==> src/rtl/pwm_tone_rx.sv <==
// pwm_tone_rx: recovers one signed sample per PWM frame from the pos/neg pulse pair.
// Define PWM_TONE_RX_PITCH_EN to compile in the zero-crossing period (pitch) measurement.
module pwm_tone_rx #(
  parameter int WIDTH     = 9,
  parameter int FRAME_LEN = 512,
  parameter int HYST      = 8,
  parameter int PERIOD_W  = 12
) (
  input  logic                  clk,
  input  logic                  reset,
  input  logic                  pwm_pos,
  input  logic                  pwm_neg,
  output logic signed [WIDTH:0] sample,
  output logic                  sample_valid,
  output logic                  locked,
  output logic [PERIOD_W-1:0]   period,
  output logic                  period_valid
);

  localparam int               FCW        = (FRAME_LEN > 2) ? $clog2(FRAME_LEN) : 1;
  localparam logic [FCW-1:0]   LAST_POS   = FCW'(FRAME_LEN - 1);
  localparam logic [WIDTH-1:0] CNT_MAX    = '1;
  localparam logic [1:0]       MISS_LIMIT = 2'd3;

  if (FRAME_LEN < 2 || HYST < 0 || HYST > (1 << WIDTH) || PERIOD_W < 2) begin : g_bad_params
    $error("pwm_tone_rx: parameter out of range");
  end

  typedef enum logic {SEEK, LOCKED} state_t;

  state_t state;
  state_t state_next;

  logic pos_meta, pos_sync, pos_prev;
  logic neg_meta, neg_sync, neg_prev;
  logic pos_rise, neg_rise, any_rise;

  logic [FCW-1:0]   frame_cnt;
  logic [WIDTH-1:0] pos_cnt, neg_cnt;
  logic [WIDTH-1:0] pos_cnt_inc, neg_cnt_inc;
  logic [1:0]       miss_cnt;
  logic             mis_seen, aligned_seen;
  logic             frame_mis, frame_aligned;
  logic             frame_end, force_seek;
  logic signed [WIDTH:0] frame_diff;

  always_ff @(posedge clk) begin
    if (reset) begin
      pos_meta <= 1'b0;
      pos_sync <= 1'b0;
      pos_prev <= 1'b0;
      neg_meta <= 1'b0;
      neg_sync <= 1'b0;
      neg_prev <= 1'b0;
    end else begin
      pos_meta <= pwm_pos;
      pos_sync <= pos_meta;
      pos_prev <= pos_sync;
      neg_meta <= pwm_neg;
      neg_sync <= neg_meta;
      neg_prev <= neg_sync;
    end
  end

  assign pos_rise = pos_sync & ~pos_prev;
  assign neg_rise = neg_sync & ~neg_prev;
  assign any_rise = pos_rise | neg_rise;

  // The current cycle's level is folded in so the frame-end cycle is counted too.
  always_comb begin
    pos_cnt_inc = pos_cnt;
    neg_cnt_inc = neg_cnt;
    if (pos_sync && pos_cnt != CNT_MAX) pos_cnt_inc = pos_cnt + WIDTH'(1);
    if (neg_sync && neg_cnt != CNT_MAX) neg_cnt_inc = neg_cnt + WIDTH'(1);
  end

  assign frame_diff    = $signed({1'b0, pos_cnt_inc}) - $signed({1'b0, neg_cnt_inc});
  assign frame_end     = (state == LOCKED) && (frame_cnt == LAST_POS);
  assign frame_mis     = mis_seen | (any_rise & (frame_cnt != '0));
  assign frame_aligned = aligned_seen | (any_rise & (frame_cnt == '0));
  assign force_seek    = frame_end & frame_mis & ~frame_aligned & (miss_cnt == MISS_LIMIT);

  always_ff @(posedge clk) begin
    if (reset) state <= SEEK;
    else       state <= state_next;
  end

  always_comb begin
    state_next = state;
    case (state)
      SEEK:    if (any_rise)   state_next = LOCKED;
      LOCKED:  if (force_seek) state_next = SEEK;
      default: state_next = SEEK;
    endcase
  end

  always_comb begin
    locked = (state == LOCKED);
  end

  // The locking edge itself sits at frame position 0, so the first frame counts as aligned.
  always_ff @(posedge clk) begin
    if (reset) begin
      frame_cnt    <= '0;
      pos_cnt      <= '0;
      neg_cnt      <= '0;
      miss_cnt     <= '0;
      mis_seen     <= 1'b0;
      aligned_seen <= 1'b0;
      sample       <= '0;
      sample_valid <= 1'b0;
    end else begin
      sample_valid <= 1'b0;
      case (state)
        SEEK: begin
          miss_cnt <= '0;
          mis_seen <= 1'b0;
          if (any_rise) begin
            frame_cnt    <= FCW'(1);
            pos_cnt      <= WIDTH'(pos_sync);
            neg_cnt      <= WIDTH'(neg_sync);
            aligned_seen <= 1'b1;
          end else begin
            frame_cnt    <= '0;
            pos_cnt      <= '0;
            neg_cnt      <= '0;
            aligned_seen <= 1'b0;
          end
        end
        LOCKED: begin
          if (frame_end) begin
            frame_cnt    <= '0;
            pos_cnt      <= '0;
            neg_cnt      <= '0;
            mis_seen     <= 1'b0;
            aligned_seen <= 1'b0;
            if (force_seek) begin
              miss_cnt <= '0;
            end else begin
              sample       <= frame_diff;
              sample_valid <= 1'b1;
              miss_cnt     <= (frame_mis && !frame_aligned) ? miss_cnt + 2'd1 : 2'd0;
            end
          end else begin
            frame_cnt    <= frame_cnt + FCW'(1);
            pos_cnt      <= pos_cnt_inc;
            neg_cnt      <= neg_cnt_inc;
            mis_seen     <= frame_mis;
            aligned_seen <= frame_aligned;
          end
        end
        default: begin
          frame_cnt <= '0;
          pos_cnt   <= '0;
          neg_cnt   <= '0;
        end
      endcase
    end
  end

`ifdef PWM_TONE_RX_PITCH_EN
  localparam logic signed [WIDTH:0]   NEG_HYST = (WIDTH+1)'(-HYST);
  localparam logic [PERIOD_W-1:0]     FCNT_MAX = '1;

  logic                armed, seen_cross, crossing, below_hyst;
  logic [PERIOD_W-1:0] frames_since;

  assign below_hyst = (sample <= NEG_HYST);
  assign crossing   = sample_valid & armed & ~sample[WIDTH];

  // Losing frame alignment makes the running count meaningless, so it is dropped.
  always_ff @(posedge clk) begin
    if (reset) begin
      armed        <= 1'b0;
      seen_cross   <= 1'b0;
      frames_since <= '0;
      period       <= '0;
      period_valid <= 1'b0;
    end else if (state != LOCKED) begin
      armed        <= 1'b0;
      seen_cross   <= 1'b0;
      frames_since <= '0;
      period_valid <= 1'b0;
    end else begin
      period_valid <= 1'b0;
      if (crossing) begin
        armed        <= 1'b0;
        seen_cross   <= 1'b1;
        frames_since <= PERIOD_W'(1);
        if (seen_cross) begin
          period       <= frames_since;
          period_valid <= 1'b1;
        end
      end else if (sample_valid) begin
        if (below_hyst) armed <= 1'b1;
        if (frames_since != FCNT_MAX) frames_since <= frames_since + PERIOD_W'(1);
      end
    end
  end
`else
  assign period       = '0;
  assign period_valid = 1'b0;
`endif

endmodule

==> config.mk <==
export PLATFORM = sky130hd
export DESIGN_NAME = pwm_tone_rx
export DESIGN_NICKNAME = d
export VERILOG_FILES = /design/src/rtl/pwm_tone_rx.sv
export SDC_FILE = /design/constraint.sdc
export NUM_CORES = 1
export LEC_CHECK = 0
export ABC_AREA = 1
export BUFFER_PORTS_ARGS = -buffer_cell sky130_fd_sc_hd__buf_2
export CAP_MARGIN = 20
export CORE_MARGIN = 5
export CORE_UTILIZATION = 55
export CTS_BUF_LIST = sky130_fd_sc_hd__clkbuf_16
export DETAILED_ROUTE_END_ITERATION = 8
export PLACE_DENSITY = 0.75
export SYNTH_ARGS = -nofsm -noshare
export SYNTH_HDL_FRONTEND = slang
export SYNTH_SLANG_ARGS = --single-unit
export TNS_END_PERCENT = 10
==> constraint.sdc <==
create_clock -name clk -period 6.9 [get_ports clk]
set_input_delay 1.38 -clock clk [delete_from_list [all_inputs] [get_ports clk]]
set_output_delay 1.38 -clock clk [all_outputs]
set_load 0.01 [all_outputs]
=== Yosys cells after proc, flatten, opt, wreduce, memory -nomap -nowiden ===
Cells that the tools add are included.

* Word-level logic and storage cells: 72
* Output and inout bits: 25
* Input port bits: 4
* Flip-flop bits (word level): 49

* Equality and inequality tests: 5
* Reductions and logical operators: 9
* Multiplexer cells: 22
* Bitwise gates (word level): 16
* Add/subtract/negate cells: 5

{| class="wikitable"
|+ Operators with widths
! operator !! number
|-
| one-hot mux 9 bit (2 select lines) || 3
|-
| 2-to-1 mux 9 bit || 5
|-
| adder 9 x 1 -> 9 bit (second input constant) || 3
|-
| inequality test 9 bit (second input constant) || 2
|-
| subtractor 9 x 9 -> 10 bit || 1
|-
| == test 9 bit (second input constant) || 1
|-
| zero test 9 bit || 1
|-
| nonzero test 9 bit || 1
|-
| bitwise AND 1 bit || 7
|-
| 2-to-1 mux 1 bit || 7
|-
| 2-to-1 mux 2 bit || 3
|-
| NOT 1 bit || 6
|-
| one-hot mux 1 bit (2 select lines) || 3
|-
| logical AND 1 bit || 4
|-
| one-hot mux 2 bit (2 select lines) || 1
|-
| OR 1 bit || 3
|-
| AND reduction 3 bit || 1
|-
| OR reduction 3 bit || 1
|-
| adder 2 x 1 -> 2 bit (second input constant) || 1
|-
| == test 2 bit (second input constant) || 1
|-
| inequality test 2 x 1 -> 1 bit (second input constant) || 1
|-
| zero test 1 bit || 1
|}

=== Depth between registers and ports, before layout ===
Gate-level depths: netlist (run 1).

* Depth in word-level cells: 11
* Mapped depth: 20
* Gate-level depth less buffers: 20

=== Least setup slack after synthesis (run 1) ===
Ideal clock, no wire load.

* Path type: reg-to-reg
* Start point: reg pos_cnt[0]
* End point: reg sample[4]
* Path buffers: 0
* Cell stages (with the launch flop): 16
* Data required time: 6.833 ns
* Data arrival time: 2.610 ns
* Path slack: 4.223 ns
* Cells stage by stage: dfxtp_1 -> ha_1 -> nand4_1 -> nor4_1 -> ha_1 -> nor2_4 -> or2_2 -> o21ai_0 -> inv_1 -> fa_1 -> a21oi_1 -> nand2_2 -> nand2_1 -> xor2_1 -> nand2_1 -> a21oi_2

* Cells in the longest elaborated chain, start to end: 4
* Elaborated cells on any way between the ends: 5
* Those cells by class: add/sub (2); eq/ne (1); mux (1); reduce/logical (1)

{| class="wikitable"
|+ RTL lines
! item !! RTL line !! text
|-
| from (decl) || 39 || <nowiki>logic [WIDTH-1:0] pos_cnt, neg_cnt;</nowiki>
|-
| from (signal assigned) || 120 || <nowiki>pos_cnt <= WIDTH'(pos_sync);</nowiki>
|-
| from (signal assigned) || 146 || <nowiki>pos_cnt <= pos_cnt_inc;</nowiki>
|-
| parallel branches: the longest is 2 deep, another holds adder 9 x 1 -> 9 bit || - ||
|-
| 2-to-1 mux 9 bit (*) || 73 || <nowiki>if (pos_sync && pos_cnt != CNT_MAX) pos_cnt_inc = pos_cnt + WIDTH'(1);</nowiki>
|-
| named net pos_cnt_inc[1] || 40 || <nowiki>logic [WIDTH-1:0] pos_cnt_inc, neg_cnt_inc;</nowiki>
|-
| subtractor 9 x 9 -> 10 bit (*) || 77 || <nowiki>assign frame_diff = $signed({1'b0, pos_cnt_inc}) - $signed({1'b0, neg_cnt_inc});</nowiki>
|-
| to (signal assigned) || 140 || <nowiki>sample <= frame_diff;</nowiki>
|-
| to (decl) || 13 || <nowiki>output logic signed [WIDTH:0] sample,</nowiki>
|}

Mark *: on every way through the listed nets, which the timed path passes.
A chain may end at the register's enable or synchronous reset.

=== Worst setup path after layout (run 1) ===
* Start point: reg neg_cnt[0]
* End point: reg sample[8]

* Cells in the longest elaborated chain, start to end: 4
* Elaborated cells on any way between the ends: 5
* Those cells by class: add/sub (2); eq/ne (1); mux (1); reduce/logical (1)

{| class="wikitable"
|+ RTL lines
! item !! RTL line !! text
|-
| from (decl) || 39 ||
|-
| from (signal assigned) || 121 || <nowiki>neg_cnt <= WIDTH'(neg_sync);</nowiki>
|-
| from (signal assigned) || 147 || <nowiki>neg_cnt <= neg_cnt_inc;</nowiki>
|-
| parallel branches: the longest is 2 deep, another holds adder 9 x 1 -> 9 bit || - ||
|-
| 2-to-1 mux 9 bit (*) || 74 || <nowiki>if (neg_sync && neg_cnt != CNT_MAX) neg_cnt_inc = neg_cnt + WIDTH'(1);</nowiki>
|-
| subtractor 9 x 9 -> 10 bit (*) || 77 ||
|}

Every way passes the cells marked *.

==> flow_metrics.py, run 1 <==
metrics = {
    "clocking": {
        "cts_root_buf": "clkbuf_16",
        "cts_resized": 0,
        "cts-htree-levels": 2,
        "cts.path.max_buffers": 2,
        "cts_hold_buf": 0,
        "numCtsBuffers": 5,
        "clkLatencyLatePin_ns": 0.28,
        "cts.clk_slew.worst_paths_ns": 0.07,
        "cts_num_sinks": 49,
        "cts_setup_buffers": 0,
        "cts_tree": "yes",
    },
    "synth": {
        "synth_top_area_cell": "dfxtp_1",
        "synth_cells": 360,
        "synth_seq_cells": 49,
        "avgSynthCellArea_um2": 7.42,
        "ys_warn_count": 0,
        "ys_top_cells_by_area": "dfxtp_1, nor2_1, inv_1",
        "seq_area_frac_synth_pct": 36.7,
        "ys_types": 39,
        "syn-cell-area_um2": 2670,
        "synthDominantCellAreaShare_pct": 36.7,
    },
    "floorplanning": {
        "dieArea_um2": 6350,
        "coreArea_um2": 4720,
        "num_rows": 25,
        "die_width_um": 79.7,
        "io-pin-count": 29,
        "die_y_um": 79.7,
        "start_util_pct": 56.5,
    },
    "flow_run": {
        "maxCapViolCount": 0,
    },
    "route": {
        "wl_mm": 4.83,
        "routedWlPerCell_um": 10.9,
        "ant_nets": 0,
        "drc": 0,
        "dr_total_vias": 2140,
        "drt-vias-per-instance": 4.81,
        "drt_iter0_markers": 82,
        "drt_pass1_iterations": 4,
    },
    "critical_path": {
        "crit_required_ns": 7.13,
        "rrSetupSlack_ns": 3.96,
        "cp_max_fo": 6,
        "arrival_ns": 3.17,
        "r2r-start": "neg_cnt[0]",
        "reg2reg_to": "sample[8]",
        "reg2reg_depth": 16,
        "crit_type": "flop to flop",
        "start_kind": "flop",
        "end_kind": "flop",
    },
    "sta": {
        "setup_tns_ns": 0,
        "maxSlewHeadroom_pct": 40.0,
        "setup_viol": 0,
        "fin_worst_skew_ns": 0.00420,
        "tightestPinTransition_ns": 0.898,
        "fin_crit_sh_pct": 42.6,
        "finalCriticalPeriod_ns": 2.94,
        "max_freq_ghz": 0.340,
        "report.final.slew_viol_count": 0,
        "rsz0062_at_grt": "false",
        "timing.hold.ws_ns": 0.401,
        "hold_viol": 0,
    },
    "global_route": {
        "antenna_found_initial": 0,
        "grt_overflow": 0,
        "grt_pass1_vias": 2058,
        "grt_pass1_wl_mm": 8.72,
        "grt.total_usage_pct": 17.2,
        "grt_max_degree": 27,
    },
    "placed_design": {
        "numPlacedInstances": 437,
        "port_buffers": 15,
        "gp_congestion": 0.937,
        "hpwl_mm": 3.75,
    },
    "pwr": {
        "vdd_drop_max_v": 0.000144,
        "leakagePower_nw": 1.36,
        "total_power_w": 0.000564,
        "cellPowerDensity_nw_per_um2": 195,
    },
    "finish": {
        "nets": 398,
        "nFillCells": 423,
        "antennaDiodeCount": 0,
        "drive_above_1_share_pct": 13.8,
        "fin_cells": 445,
        "layout.cells.most_common": "nor2_1",
        "final_cell_mix": "nor2_1, inv_1, nand2_1, dfxtp_1, nand3_1",
        "synthToLayoutAreaGrowth_pct": 8.48,
    },
    "worst_hold_path": {
        "hold_path_startpoint": "neg_meta",
        "hold_depth": 2,
        "holdCritPathClass": "flop to flop",
        "hold_end": "neg_sync",
    },
    "outcome": {
        "status": "completed",
    },
}
-- flip-flops by register name (all words and copies together) (netlist names), 2 cells and up, named ones only --
| name | count |
|---|---|
| frame_cnt | 9 |
| miss_cnt | 2 |
| sample | 10 |
| pos_cnt | 8 |
| neg_cnt | 9 |
-- Yosys cell counts --
master / number
a211oi_1: 1
a21o_1: 3
a21oi_1: 9
a21oi_2: 2
a221oi_1: 1
a31oi_1: 1
buf_1: 1
buf_4: 13
buf_8: 1
clkbuf_1: 2
clkinv_1: 2
conb_1: 1
dfxtp_1: 49
fa_1: 1
ha_1: 16
inv_1: 55
inv_2: 6
inv_6: 1
mux2i_1: 2
nand2_1: 49
nand2_2: 3
nand2_4: 4
nand3_1: 23
nand3_2: 3
nand4_1: 3
nor2_1: 57
nor2_2: 4
nor2_4: 2
nor3_1: 6
nor3_2: 1
nor3b_1: 1
nor4_1: 1
o21ai_0: 14
o21ai_1: 4
o22ai_1: 2
o22ai_2: 1
or2_2: 2
xnor2_1: 3
xor2_1: 10
-- worst max path at each step --
stage / cells after the start / start / to / slack, ns
3_5_place_dp: 6 / reset / frame_cnt[3] / 3.66
5_1_grt: 19 / pos_cnt[0] / sample[8] / 3.48
6_report: 16 / neg_cnt[0] / sample[8] / 3.96
4_1_cts: 15 / neg_cnt[0] / sample[8] / 3.95
3_3_place_gp: 6 / reset / frame_cnt[6] / 3.62
2_1_floorplan: 15 / pos_cnt[0] / sample[4] / 4.22
-- critical path, cell delays in order (launching register included) --
cell      delay [ns]
dfxtp_1         0.36
ha_1            0.26
nand3_1         0.11
nor2_1          0.06
ha_1            0.22
nor2_4          0.22
nand3_2         0.13
o21ai_0         0.16
nand2_1         0.09
ha_1            0.36
a21oi_1         0.28
nor2_1          0.07
a211oi_1        0.24
nand3_1         0.12
nand2_1         0.08
nor2_1          0.04
nor2_1          0.08
-- per-layer routing --
layer | GRT usage [%] | vias to the layer above | part of all wire [%]
met3 | 3.39 | 6 | 4.0
met1 | 20.6 | 965 | 46
met4 | 5.50 | 0 | 1.1
met5 | 0 | - | 0
li1 | - | 1136 | -
met2 | 30.8 | 33 | 49
-- through the flow --
| step | utilization (%) | setup slack, ns | cell area [µm²] |
|---|---|---|---|
| floorplan | - | 4.22 | 2720 |
| global placement | 58.2 | 3.62 | 2750 |
| detailed placement | 58.2 | 3.66 | 2750 |
| CTS | 61.3 | 3.95 | 2900 |
| global route | 61.3 | 3.48 | 2900 |
| finish | 61.3 | 3.96 | 2900 |
-- power by group --
group / switching, W / internal, W
registers: 0.00000241 / 0.000286
clock network: 0.000105 / 0.000135
logic: 0.0000242 / 0.0000114
total: 0.000132 / 0.000433
-- final cells by class --
type	instances	area (µm²)	share of cell area [%]
repair buffers	15	75.1	2.59
multi-input cells	242	1370	47.1
clock inverters	3	21.3	0.734
inverters	64	245	8.47
flip-flops and latches	49	981	33.9
clock buffers	5	125	4.32
well taps	67	83.8	2.89
-- kinds of logic after synthesis --
logic type / Yosys count / share of synthesized area, %
compound gates: 38 / 8.34
buf+inv: 81 / 13.8
fa+ha+maj: 17 / 8.25
flops: 49 / 36.7
xor+xnor: 13 / 4.26
mux: 2 / 0.750
simple gates: 159 / 27.7
other cells: 1 / 0.140
No activity file was read; power rests on OpenSTA's default activity.
==> run 2, diff against run 1 <==
--- a/config.mk
+++ b/config.mk
@@ -9,10 +9,10 @@
 export BUFFER_PORTS_ARGS = -buffer_cell sky130_fd_sc_hd__buf_2
 export CAP_MARGIN = 20
 export CORE_MARGIN = 5
-export CORE_UTILIZATION = 55
+export CORE_UTILIZATION = 53
 export CTS_BUF_LIST = sky130_fd_sc_hd__clkbuf_16
 export DETAILED_ROUTE_END_ITERATION = 8
-export PLACE_DENSITY = 0.75
+export PLACE_DENSITY = 0.76
 export SYNTH_ARGS = -nofsm -noshare
 export SYNTH_HDL_FRONTEND = slang
 export SYNTH_SLANG_ARGS = --single-unit
==> constraint.sdc (replaced) <==
create_clock -name clk -period 2.6 [get_ports clk]
set_input_delay 0.52 -clock clk [delete_from_list [all_inputs] [get_ports clk]]
set_output_delay 0.52 -clock clk [all_outputs]
set_load 0.01 [all_outputs]
==> flow_metrics.py, run 2 (synthesized netlist as in run 1, its figures left out) <==
metrics = {
    "sta": {
        "setup_viol": 1,
        "rsz0062_at_grt": "true",
        "hold_viol": 0,
        "fin_worst_skew_ns": 0.00762,
        "max_freq_ghz": 0.381,
        "setup_ws_ns": -0.0245,
        "report.final.slew_viol_count": 0,
        "fin_crit_sh_pct": 101,
        "finalCriticalPeriod_ns": 2.62,
    },
    "global_route": {
        "grt_pass1_vias": 2318,
        "grt_overflow": 0,
        "grt_max_degree": 26,
        "antenna_found_initial": 0,
        "grt_pass1_wl_mm": 10.2,
        "grt.total_usage_pct": 20.3,
    },
    "clocking": {
        "cts_num_sinks": 49,
        "numCtsBuffers": 5,
        "cts-htree-levels": 2,
        "cts.path.max_buffers": 2,
        "cts_root_buf": "clkbuf_16",
        "cts.clk_slew.worst_paths_ns": 0.07,
        "cts_tree": "yes",
        "clkLatencyLatePin_ns": 0.29,
    },
    "route": {
        "drc": 0,
        "drt_iter0_markers": 108,
        "drt-vias-per-instance": 4.89,
        "dr_total_vias": 2373,
        "ant_nets": 0,
        "drt_pass1_iterations": 4,
        "routedWlPerCell_um": 13.0,
        "wl_mm": 6.33,
    },
    "floorplanning": {
        "start_util_pct": 55.4,
        "num_rows": 25,
        "io-pin-count": 29,
        "die_width_um": 81.0,
        "coreArea_um2": 4820,
        "die_y_um": 81.0,
        "dieArea_um2": 6560,
    },
    "critical_path": {
        "cp_max_fo": 6,
        "critical_path.most_common_cell": "nand2_1",
        "crit_type": "flop to flop",
        "end_kind": "flop",
        "crit_slowest_cell": "dfxtp_2",
        "r2r-start": "pos_cnt[0]",
        "worstPathBufferInverterCount": 2,
        "crit_family": "simple AND/OR/NAND/NOR gates",
        "max_stage_delay_ns": 0.34,
        "crit_chain": "ha_4 > nand4_1 > nor4_2 > ha_2 > nor2_4 > nand2_4 > nand2_1 > inv_2 > nor2_4 > ha_4 > a21o_1 > a31oi_4 > nor2_1 > nand3_1 > nand2_1 > nand2_1 > nand3_1 > nand2_1 > inv_1",
        "crit_required_ns": 2.79,
        "start_kind": "flop",
        "arrival_ns": 2.82,
        "startpoint": "pos_cnt[0]",
    },
    "finish": {
        "multi_input_area_um2": 1660,
        "antennaDiodeCount": 0,
        "largest_register_ffs": 10,
        "layout.cells.most_common": "nor2_1",
        "reg.largest.list": "sample: 10 flops, frame_cnt: 9 flops, neg_cnt: 9 flops",
        "regMostFlops": "sample",
        "final_cell_mix": "nor2_1, inv_1, nand2_1",
        "nets": 438,
        "synthToLayoutAreaGrowth_pct": 31.1,
        "nFillCells": 355,
        "seqCellArea_um2": 988,
        "drive_above_1_share_pct": 33.7,
    },
    "flow_run": {
        "maxCapViolCount": 0,
    },
    "outcome": {
        "status": "complete, but fails checks",
        "failed_checks": "setup timing",
    },
    "pwr": {
        "cellPowerDensity_nw_per_um2": 442,
        "leakagePower_nw": 1.59,
        "total_power_w": 0.00155,
        "vdd_drop_max_v": 0.000352,
    },
    "worst_hold_path": {
        "hold_path_startpoint": "neg_meta",
        "holdCritPathClass": "flop to flop",
    },
    "placed_design": {
        "hpwl_mm": 4.42,
        "dp_slack_ns": -0.284,
        "port_buffers": 15,
        "gp_congestion": 0.945,
    },
}
[run 2: cell types whose count changed in the layout (fill, tap and decap cells not counted), sizes merged]
| cell | previous run | this run |
|---|---|---|
| buf | 15 | 55 |
[run 2: metal layers]
| metal | track usage [%] | routed length (µm) |
|---|---|---|
| met1 | 23.8 | 2730 |
| met2 | 36.4 | 3230 |
| met3 | 4.21 | 242 |
| met4 | 7.09 | 129 |
| met5 | 0 | 0 |
[run 2: power breakdown]
part	internal, W	total, W	switching (W)
clock	0.000359	0.000655	0.000296
sequential	0.000760	0.000766	0.00000608
combinational	0.0000480	0.000125	0.0000769
total	0.00117	0.00155	0.000379
[run 2: final cells by class]
type                       instances  area share, %
multi-input combinational        242           47.4
sequential                        49           28.2
timing repair buffer              55           10.7
inverter                          64           7.01
clock buffer                       5           3.58
tap                               67           2.40
clock inverter                     3          0.608
[run 2: worst paths after layout]
check | cells after the start | slack (ns) | to
hold / removal | 2 | 0.41 | neg_sync
setup reg to reg | 19 | -0.02 | sample[5]
hold reg to reg | 2 | 0.41 | neg_sync
setup / recovery | 19 | -0.02 | sample[5]
[run 2: worst min-delay path, cell delays in order, from the launching register on]
cell	delay [ns]
dfxtp_1	0.30
inv_1	0.04
nor2_1	0.03
[run 2: repair_timing]
item                       CTS  global route
hold buffers                 0             0
resized for setup           32            18
pin swaps                   25             8
buffers inserted             4             0
setup endpoints to repair    8             8
[run 2: per-stage QoR]
stage                     instance area [µm²]  hold slack [ns]  utilization (%)  setup TNS (ns)  instances
after floorplan                          2750            0.388                -        -0.00567        372
after global placement                   3060            0.392             63.5          -0.788        473
after detailed placement                 3060            0.395             63.5           -1.28        473
after CTS                                3420            0.404             70.9         -0.0457        485
after global routing                     3500            0.427             72.6           -1.00        485
final                                    3500            0.406             72.6         -0.0245        485
